--- src/rtl/axis_arb_pkg.sv ---
// rtl/axis_arb_pkg.sv - shared types and constants for the AXI-Stream packet arbiter
package axis_arb_pkg;

  typedef enum logic [0:0] {
    IDLE   = 1'b0,
    LOCKED = 1'b1
  } arb_state_t;

  localparam int PRIO_RR    = 0;
  localparam int PRIO_FIXED = 1;

  function automatic int id_width(input int n);
    return (n > 1) ? $clog2(n) : 1;
  endfunction

endpackage

--- src/rtl/axis_skid_buffer.sv ---
// rtl/axis_skid_buffer.sv - two-entry registered skid buffer; upstream ready never
// depends combinationally on downstream ready
module axis_skid_buffer #(
  parameter int WIDTH = 8
) (
  input  logic             i_clk,
  input  logic             i_rst,
  input  logic [WIDTH-1:0] i_s_tdata,
  input  logic             i_s_tvalid,
  output logic             o_s_tready,
  output logic [WIDTH-1:0] o_m_tdata,
  output logic             o_m_tvalid,
  input  logic             i_m_tready
);

  logic [WIDTH-1:0] r_out_data;
  logic [WIDTH-1:0] r_skid_data;
  logic             r_out_valid;
  logic             r_skid_valid;

  // The skid entry only fills when the output stage is stalled, so ready is its emptiness.
  assign o_s_tready = ~r_skid_valid;
  assign o_m_tdata  = r_out_data;
  assign o_m_tvalid = r_out_valid;

  always_ff @(posedge i_clk) begin
    if (i_rst) begin
      r_out_data   <= '0;
      r_out_valid  <= 1'b0;
      r_skid_data  <= '0;
      r_skid_valid <= 1'b0;
    end else if (r_skid_valid) begin
      if (i_m_tready) begin
        r_out_data   <= r_skid_data;
        r_skid_valid <= 1'b0;
      end
    end else if (i_s_tvalid) begin
      if (!r_out_valid || i_m_tready) begin
        r_out_data  <= i_s_tdata;
        r_out_valid <= 1'b1;
      end else begin
        r_skid_data  <= i_s_tdata;
        r_skid_valid <= 1'b1;
      end
    end else if (i_m_tready) begin
      r_out_valid <= 1'b0;
    end
  end

endmodule

--- src/rtl/axis_rr_arbiter.sv ---
// rtl/axis_rr_arbiter.sv - N-to-1 AXI-Stream packet arbiter (round-robin or fixed
// priority) with a skid-buffered master port
module axis_rr_arbiter
  import axis_arb_pkg::*;
#(
  parameter int  NUM_CH    = 4,
  parameter int  DATA_W    = 32,
  parameter int  PRIO_MODE = PRIO_RR,
  localparam int ID_W      = id_width(NUM_CH)
) (
  input  logic                     axis_aclk,
  input  logic                     axis_areset,
  input  logic [NUM_CH*DATA_W-1:0] s_axis_tdata,
  input  logic [NUM_CH-1:0]        s_axis_tvalid,
  input  logic [NUM_CH-1:0]        s_axis_tlast,
  output logic [NUM_CH-1:0]        s_axis_tready,
  output logic [DATA_W-1:0]        m_axis_tdata,
  output logic                     m_axis_tvalid,
  input  logic                     m_axis_tready,
  output logic                     m_axis_tlast,
  output logic [ID_W-1:0]          m_axis_tid,
  output logic [NUM_CH-1:0]        grant
);

  localparam int              SKID_W   = DATA_W + ID_W + 1;
  localparam logic [ID_W-1:0] LAST_IDX = ID_W'(NUM_CH - 1);
  localparam logic [ID_W:0]   NCH_W    = (ID_W + 1)'(NUM_CH);

  arb_state_t        r_state;
  logic [NUM_CH-1:0] r_grant;
  logic [ID_W-1:0]   r_gidx;
  logic [ID_W-1:0]   r_ptr;

  logic              w_skid_ready;
  logic              w_sel_valid;
  logic              w_sel_last;
  logic              w_last_xfer;
  logic              w_any_valid;
  logic [DATA_W-1:0] w_sel_data;
  logic [ID_W-1:0]   w_start;
  logic [ID_W-1:0]   w_off;
  logic [ID_W-1:0]   w_win_idx;
  logic [ID_W:0]     w_sum;
  logic [NUM_CH-1:0] w_rot;
  logic [NUM_CH-1:0] w_win_oh;
  logic [SKID_W-1:0] w_skid_out;

  function automatic logic [ID_W-1:0] lowest_set(input logic [NUM_CH-1:0] v);
    lowest_set = '0;
    for (int i = NUM_CH - 1; i >= 0; i--) begin
      if (v[i]) lowest_set = ID_W'(i);
    end
  endfunction

  always_comb begin
    w_start = '0;
    if (PRIO_MODE != PRIO_FIXED && r_ptr != LAST_IDX) w_start = r_ptr + 1'b1;
  end

  // Shifting the doubled request vector places the search start at bit 0, so the
  // lowest set bit is the winner's offset from the start.
  assign w_rot       = NUM_CH'({s_axis_tvalid, s_axis_tvalid} >> w_start);
  assign w_off       = lowest_set(w_rot);
  assign w_sum       = {1'b0, w_start} + {1'b0, w_off};
  assign w_win_idx   = (w_sum >= NCH_W) ? ID_W'(w_sum - NCH_W) : w_sum[ID_W-1:0];
  assign w_win_oh    = {{(NUM_CH - 1){1'b0}}, 1'b1} << w_win_idx;
  assign w_any_valid = |s_axis_tvalid;

  assign w_sel_data  = s_axis_tdata[r_gidx*DATA_W +: DATA_W];
  assign w_sel_valid = (r_state == LOCKED) && s_axis_tvalid[r_gidx];
  assign w_sel_last  = s_axis_tlast[r_gidx];
  assign w_last_xfer = w_sel_valid && w_skid_ready && w_sel_last;

  assign s_axis_tready = (r_state == LOCKED && w_skid_ready) ? r_grant : '0;
  assign grant         = r_grant;

  always_ff @(posedge axis_aclk) begin
    if (axis_areset) begin
      r_state <= IDLE;
      r_grant <= '0;
      r_gidx  <= '0;
      r_ptr   <= LAST_IDX;
    end else begin
      case (r_state)
        IDLE: begin
          if (w_any_valid) begin
            r_state <= LOCKED;
            r_grant <= w_win_oh;
            r_gidx  <= w_win_idx;
            r_ptr   <= w_win_idx;
          end
        end
        LOCKED: begin
          // Re-arbitrate on the tlast beat itself so back-to-back packets see no bubble.
          if (w_last_xfer) begin
            if (w_any_valid) begin
              r_grant <= w_win_oh;
              r_gidx  <= w_win_idx;
              r_ptr   <= w_win_idx;
            end else begin
              r_state <= IDLE;
              r_grant <= '0;
            end
          end
        end
        default: begin
          r_state <= IDLE;
          r_grant <= '0;
        end
      endcase
    end
  end

  axis_skid_buffer #(
    .WIDTH(SKID_W)
  ) u_skid (
    .i_clk      (axis_aclk),
    .i_rst      (axis_areset),
    .i_s_tdata  ({r_gidx, w_sel_last, w_sel_data}),
    .i_s_tvalid (w_sel_valid),
    .o_s_tready (w_skid_ready),
    .o_m_tdata  (w_skid_out),
    .o_m_tvalid (m_axis_tvalid),
    .i_m_tready (m_axis_tready)
  );

  assign m_axis_tid   = w_skid_out[SKID_W-1 -: ID_W];
  assign m_axis_tlast = w_skid_out[DATA_W];
  assign m_axis_tdata = w_skid_out[DATA_W-1:0];

endmodule

--- config.mk ---
export PLATFORM = sky130hd
export DESIGN_NAME = axis_rr_arbiter
export DESIGN_NICKNAME = d
export VERILOG_FILES = /design/src/rtl/axis_arb_pkg.sv /design/src/rtl/axis_skid_buffer.sv /design/src/rtl/axis_rr_arbiter.sv
export SDC_FILE = /design/constraint.sdc
export NUM_CORES = 1
export LEC_CHECK = 0
export CAP_MARGIN = 20
export CORE_MARGIN = 2
export CORE_UTILIZATION = 40
export CTS_CLUSTER_DIAMETER = 50
export CTS_CLUSTER_SIZE = 40
export DETAILED_ROUTE_END_ITERATION = 8
export PLACE_DENSITY = 0.78
export SLEW_MARGIN = 20
export SYNTH_ARGS = -nofsm -noshare
export SYNTH_HDL_FRONTEND = slang
export SYNTH_SLANG_ARGS = --single-unit
--- constraint.sdc ---
create_clock -name axis_aclk -period 2 [get_ports axis_aclk]
set_input_delay 0.3 -clock axis_aclk [delete_from_list [all_inputs] [get_ports axis_aclk]]
set_output_delay 0.3 -clock axis_aclk [all_outputs]
set_load 0.02 [all_outputs]
==> metrics.md <==
| Metric | Value |
|---|---|
| Post-synth EDFFs | 0 |
| IO Port Bufs | roughly 180 |
| Per-cell routed wire length | between 15 and 20 µm |
| Clock tree sinks | just over 80 |
| Routed wire length | ~13000 µm |
| Unrepaired setup endpoints after global routing | yes |
| GRT Resource Usage Total | between 20% and 30% |
| Fin Hold WS | between 0.4 and 0.5 ns |
| Final cycle utilization of the critical path | 102% |
| Worst Setup End Kind | register |
| Final Hold Viols | 0 |
| Die width | between 100 and 150 µm |
| Area delta synth->final | 54.8% |
| Startpoint types | register |
| Post-DP Area | 6590 µm² |
| Worst setup margin | -0.0401 ns |
| Top FF cell, synth | dfxtp_1 |
| Hold_buf cts | 0 |
| N_diodes | 0 |
| Fill count | around 900 |
| Relative slew slack | between 40% and 50% |
| Pleak | 2.37 nW |
| CP top delay family | simple AND/OR/NAND/NOR gates |
| Most frequent cells in the layout | clkdlybuf4s50_1 (174), dfxtp_1 (75), a21oi_1 (71), nand2_1 (71), mux2i_1 (36) |
| Maxcap violations | 0 |
| Post-detail-place hpwl | between 9000 and 10000 µm |
| Global-route wire length before repair | about 20000 µm |
| Synth warn | 0 |
| Starting Density | about 41% |
| H-tree lvl count | 3 |
| CTS tree | built |
| Die ar. | approximately 12000 µm² |
| Final min period | approximately 2.0 ns |
| Seq cells post-synth | 81 |
| Via count | 4183 |
| VDD IR max | between 300 and 400 µV |
| Post-synth top area share | 36.0% |
| Post-Route Skew | around 0.0075 ns |
| DRC | 0 |
| Clk buf depth | 2 |
| Synth cell types | slightly above 40 |
| Slowest cell delay on critical path | between 0.4 and 0.5 ns |
| Critical path required time | between 2 and 2.5 ns |
| Sequence of cells on the critical path | ha_4 > nand2_2 > a21oi_2 > nor2_1 > a211oi_2 > a21oi_1 > ha_1 > or4_1 > o21ai_1 |
| Mapped Area | roughly 4500 µm² |
| IO Pins | roughly 180 |
| Synth top area cells | dfxtp_1 (36%), mux4_2 (16%), a21oi_1 (8.5%) |
| Worst-Margin Slew | ~0.83 ns |
| Die Y-Extent | ~110 µm |
| Clk root buf | clkbuf_16 |
| Post-synth ARST share | 0% |
| Cells after synthesis | roughly 450 |
| Mapped Avg Cell Area | roughly 10 µm² |
| Post-DRT Antenna Nets | 0 |
| Worst Setup Path Type | reg -> reg |
| Vias in the first global route | between 4000 and 5000 |
| Fin. max-slew vios | 0 |
| Number of buffers created by CTS | 9 |
| Critical Path AT | 2.30 ns |
| Buffer and inverter count on the worst path | 0 |
| Final setup fails | 1 |
| Total grt overflow | 0 |
| FP Rows | 38 |
| Max Clk Rate | 490 MHz |
| Worst min path class | reg -> reg |
| Post-synthesis sequential area ratio | 36.0% |
| Largest area contributor in the netlist | dfxtp_1 |
| Share of cells above drive strength 1 | 21.5% |
| Initial antenna violation count | 0 |
| Design Area, Final | between 6000 and 7000 µm² |
| Initial DRC Count | approximately 130 |
| Vias per inst | about 5.4 |
| Leading cell type in the layout, fill and taps excluded | clkdlybuf4s50_1 |
| Largest net degree at the start of global routing | 69 |
| Nets | 773 |
| Initial DRT Pass Iterations | 5 |
| Gp weighted congestion | around 0.79 |
| Top fanout value on the critical path | 3 |
| Core area | 10900 µm² |
| Syn nets | 588 |
| Violated checks | negative setup slack |
| Status | finished, violations left |
| Cell area power density | 776 nW/µm² |
| Clock latency on the worst-skew pair | roughly 0.34 ns |
| Slowest cell on the critical path | or4_1 |
| Clock slew seen by the registers of the worst setup and hold paths | about 0.060 ns |
[sequential cells by signal (all words and copies together) (netlist names)]
register	cells
u_skid.o_m_tdata	35
u_skid.r_skid_data	35
grant	4
r_gidx	2
r_ptr	2
r_state	1
u_skid.o_m_tvalid	1
u_skid.r_skid_valid	1
[path summary, 6_finish.rpt]
| kind | startpoint | to | slack, ns | cells past startpoint |
|---|---|---|---|---|
| worst max-delay path | r_ptr[0] | grant[0] | -0.04 | 9 |
| worst min register to register | u_skid.r_skid_data[1] | u_skid.r_skid_data[1] | 0.45 | 2 |
| worst max register to register | r_ptr[0] | grant[0] | -0.04 | 9 |
| worst min-delay path | u_skid.r_skid_data[1] | u_skid.r_skid_data[1] | 0.45 | 2 |
[timing repair]
item,4_1_cts,5_1_grt
gates resized for setup,7,23
endpoints found under the setup margin,4,63
setup buffers,0,2
endpoints found under the hold margin,0,0
cloned,0,1
pin swaps,7,4
[power by group]
part | total [mW] | switching [mW] | leakage (nW) | internal, mW
Clock | 1.61 | 0.641 | 0.139 | 0.965
Sequential | 1.84 | 0.0878 | 0.661 | 1.76
Combinational | 1.97 | 0.922 | 1.57 | 1.05
[worst register-to-register path, cell delays in order (launching register included)]
cell	delay [ns]
dfxtp_2	0.34
ha_4	0.28
nand2_2	0.06
a21oi_2	0.12
nor2_1	0.06
a211oi_2	0.17
a21oi_1	0.07
ha_1	0.29
or4_1	0.46
o21ai_1	0.13
[cell type report]
type	count	area, µm²	area share, %
Multi-Input combinational cell	319	2710	38.9
Timing Repair Buffer	217	2160	30.9
Sequential cell	81	1630	23.4
Clock buffer	11	233	3.33
Clock inverter	5	56.3	0.806
Tap cell	140	175	2.51
Inverter	4	15.0	0.215
[per-stage QoR]
| step | util (%) | power, mW | cells | setup slack (ns) | setup TNS [ns] |
|---|---|---|---|---|---|
| 6_report | 63.8 | 5.42 | 777 | -0.0401 | -0.0401 |
| 5_1_grt | 63.8 | 5.69 | 777 | -0.110 | -0.386 |
| 4_1_cts | 63.1 | 5.45 | 774 | -0.130 | -0.181 |
| 3_5_place_dp | 60.3 | 3.83 | 758 | -0.518 | -16.44 |
| 3_3_place_gp | 60.3 | 3.77 | 758 | -0.360 | -12.35 |
| 2_1_floorplan | - | 3.02 | 447 | -0.0218 | -0.0218 |
[logic make-up (layout without fill, tap and decap cells)]
group / Yosys count / in the layout / share of synthesized area, %
AO/OA/AOI/OAI: 138 / 138 / 21.7
AND/OR/NAND/NOR: 106 / 106 / 11.0
flip-flops: 81 / 81 / 36.0
multiplexers: 70 / 70 / 25.0
buffers and inverters: 47 / 237 / 5.19
adder cells (fa/ha/maj): 3 / 3 / 0.777
XOR/XNOR: 2 / 2 / 0.389
[synthesized netlist by cell type (2+ instances only)]
master    count
dfxtp_1      81
inv_1         4
o21ai_0       4
nand2b_1      3
nor2_1        5
nand3b_1      3
and2_1        5
a21oi_1      77
buf_6         5
nor2b_1       8
clkbuf_1     22
mux4_2       33
nand2_1      72
a211oi_2     30
mux2i_1      36
or4b_1        2
ha_1          2
buf_2        16
o31ai_1       2
nor3_1        2
a211oi_1      7
o21ai_1       9
[layer usage]
| metal | track usage (%) | part of all wire, % | routed length [µm] | up-vias |
|---|---|---|---|---|
| met1 | 23.8 | 39 | 5080 | 1991 |
| li1 | - | - | - | 2026 |
| met4 | 10.1 | 2.3 | 300 | 0 |
| met3 | 4.59 | 7.3 | 937 | 19 |
| met5 | 0 | 0 | 0 | - |
| met2 | 38.5 | 51 | 6580 | 147 |
(Power assumes the default switching activity.)
